==> src/rtl/three_parallel_crc_checker_pkg.sv <==
// Shared definitions for the 3-parallel CRC link: defaults, beat count, FSM states
// and the single-bit LFSR step used by both encoder and checker.
package three_par_crc_pkg;

    localparam int             DEF_CRC_W    = 9;
    localparam logic [8:0]     DEF_POLY     = 9'h119;
    localparam int             DEF_MSG_BITS = 9;

    typedef enum logic {RUN, DONE} state_e;

    function automatic int calc_beats(input int msg_bits, input int crc_w);
        return (msg_bits + crc_w) / 3;
    endfunction

    // One serial shift of a w-bit remainder held in the low bits of a 32-bit word.
    function automatic logic [31:0] crc_step1(input logic [31:0] rem, input logic b,
                                              input logic [31:0] poly, input int w);
        logic [31:0] mask;
        logic        fb;
        mask = (32'h1 << w) - 32'h1;
        fb   = rem[5'(w - 1)] ^ b;
        return ((rem << 1) ^ (fb ? poly : 32'h0)) & mask;
    endfunction

endpackage

==> src/rtl/three_parallel_crc_checker_crc3_step.sv <==
// Combinational 3-bit unrolled LFSR divider step; in_data[2] is shifted in first.
module crc3_step
    import three_par_crc_pkg::*;
#(
    parameter int               CRC_W = DEF_CRC_W,
    parameter logic [CRC_W-1:0] POLY  = DEF_POLY
) (
    input  logic [CRC_W-1:0] i_rem,
    input  logic [2:0]       i_data,
    output logic [CRC_W-1:0] o_rem
);
    logic [CRC_W-1:0] w_r [0:3];

    assign w_r[0] = i_rem;
    for (genvar k = 0; k < 3; k++) begin : g_step
        assign w_r[k+1] = CRC_W'(crc_step1(32'(w_r[k]), i_data[2-k], 32'(POLY), CRC_W));
    end
    assign o_rem = w_r[3];
endmodule

==> config.mk <==
export PLATFORM = sky130hd
export DESIGN_NAME = crc3_step
export DESIGN_NICKNAME = d
export VERILOG_FILES = /design/src/rtl/three_parallel_crc_checker_pkg.sv /design/src/rtl/three_parallel_crc_checker_crc3_step.sv
export SDC_FILE = /design/constraint.sdc
export NUM_CORES = 1
export LEC_CHECK = 0
export CAP_MARGIN = 20
export CORE_AREA = 2 2 39 41
export DETAILED_ROUTE_END_ITERATION = 10
export DIE_AREA = 0 0 41 43
export GPL_ROUTABILITY_DRIVEN = 0
export SLEW_MARGIN = 20
export SYNTH_ARGS = -nofsm -noshare
export SYNTH_HDL_FRONTEND = slang
export SYNTH_SLANG_ARGS = --single-unit
==> constraint.sdc <==
create_clock -name vclk -period 2.71
set_input_delay 0.542 -clock vclk [all_inputs]
set_output_delay 0.542 -clock vclk [all_outputs]
set_load 0.1 [all_outputs]
==> flow_summary.yaml <==
run_status:
  status: "completed"
power:
  powerDensity_nw_per_um2: 782
  power_uw: 424
  ir_worst_vdd_mv: 0.563
  leakagePower_nw: 0.258
layout:
  clkbuf_count: 0
  antenna_cells: 0
  regArea_um2: 0
  layout-drive-gt1-share: 0.455
  final_cell_mix: "clkdlybuf4s50_1 (11), buf_12 (8), xnor3_1 (5), xnor2_2 (4), xnor2_4 (2)"
  seq_cells: 0
  final_nets: 47
  syn_to_final_growth_pct: 157
  final_common_cell: "clkdlybuf4s50_1"
worst_setup_path:
  max_stage_delay_ns: 0.51
  critical_path_class: "in2out"
  required_ns: 2.17
  cp_max_fo: 5
  worstPathArrival_ns: 2.01
  crit_slowest_cell: "xnor3_1"
  end_kind: "output pin"
  crit_path_start_kind: "input port"
  crit_chain: "clkdlybuf4s50_1 -> xnor2_2 -> xnor3_1 -> buf_12"
logic_synthesis:
  syn-num-nets: 26
  synth_cell_type_count: 6
  synthesis.area_um2: 211
  syn_avg_cell_area_um2: 15.1
  syn_inst: 14
  ys_warn_count: 0
  ys_seq_area_frac: 0
min_path:
  hold_end: "o_rem[7]"
  hold_path_depth: 0
  hp-class: "in2out"
  hold_start: "i_rem[4]"
global_routing:
  grt_pass1_vias: 159
  grt_pass1_wl_um: 662
  grt_max_degree: 6
  antenna_found_initial: 0
  grt_usage: 0.0516
  grt.overflow.total: 0
drt:
  via_per_inst: 3.43
  drt-initial-drc-count: 0
  antenna_left: 0
  drt-wirelength-per-cell_um: 9.98
  routed_wl_um: 489
  dr_total_vias: 168
  drt-pass1-iter-count: 1
  route.detailed.drc: 0
run:
  drv_cap: 0
floorplanning:
  die-area_um2: 1760
  core_area_um2: 1380
  die_h_um: 43
  row_count: 14
  fp.dieW_um: 41
  initial_core_util: 0.153
  ioPinCount: 21
sta:
  period_share: 0.943
  finalCriticalPeriod_ns: 2.56
  fin_setup_tns_ns: 0
  hold_violations: 0
  worstMarginPinSlew_ns: 0.329
  rsz0062_at_grt: "no"
  finalMaxSlewViolations: 0
  whs_ns: 1.08
  clock.fmax_mhz: 391
  slew_headroom: 0.779
  setup_viol: 0
clocking:
  cts_hold_buffers: 0
  cts-resized-gates: 0
  cts_setup_buffers: 0
place:
  port_buffers: 19
## metal layers
layer	up-vias	track usage	part of all wire
li1	83	-	-
met1	66	0.0658	0.38
met2	19	0.0906	0.40
met3	0	0.0105	0.22
met4	0	0	0
met5	-	0	0
## report_power, final
part	internal [mW]	total, mW	switching (mW)
registers	0	0	0
clock network	0	0	0
logic	0.168	0.424	0.256
total	0.168	0.424	0.256
## layout make-up
type               instances  area [um2]
fillers                  129         841
multi-input cells         12         241
repair buffers            20         278
well taps                 16        20.0
inverters                  1        3.75
## worst max-delay path by stage
stage | startpoint | endpoint | slack [ns] | cells past startpoint
floorplan | i_data[2] | o_rem[1] | 0.09 | 3
global placement | i_data[2] | o_rem[8] | 0.17 | 4
detailed placement | i_data[2] | o_rem[0] | 0.17 | 4
CTS | i_data[2] | o_rem[8] | 0.14 | 4
global route | i_data[2] | o_rem[3] | 0.08 | 4
finish | i_data[2] | o_rem[0] | 0.15 | 4
## critical path: cells and delay by family
family	cells	cell delay (ns)
xor+xnor	2	0.84
buf+inv	2	0.63
## cells by family (layout without fill, tap and decap cells)
kind of cell           after synthesis  in the layout  synth area share
buffers and inverters                2             21            0.0533
XOR/XNOR                            12             12             0.947
## through the flow
stage	utilization	cell area [um2]	setup WS (ns)	instances
after floorplan	-	253	0.0931	14
after global placement	0.392	543	0.171	49
after detailed placement	0.392	543	0.166	49
after CTS	0.392	543	0.145	49
after global routing	0.392	543	0.0788	49
final	0.392	543	0.155	49
## Yosys cell counts
| master | number | area [um2] |
|---|---|---|
| inv_1 | 1 | 3.75 |
| xnor3_1 | 5 | 113 |
| xnor2_4 | 1 | 27.5 |
| buf_4 | 1 | 7.51 |
| xnor2_2 | 1 | 16.3 |
| xnor2_1 | 5 | 43.8 |
Power figures use the tool's default switching activity.
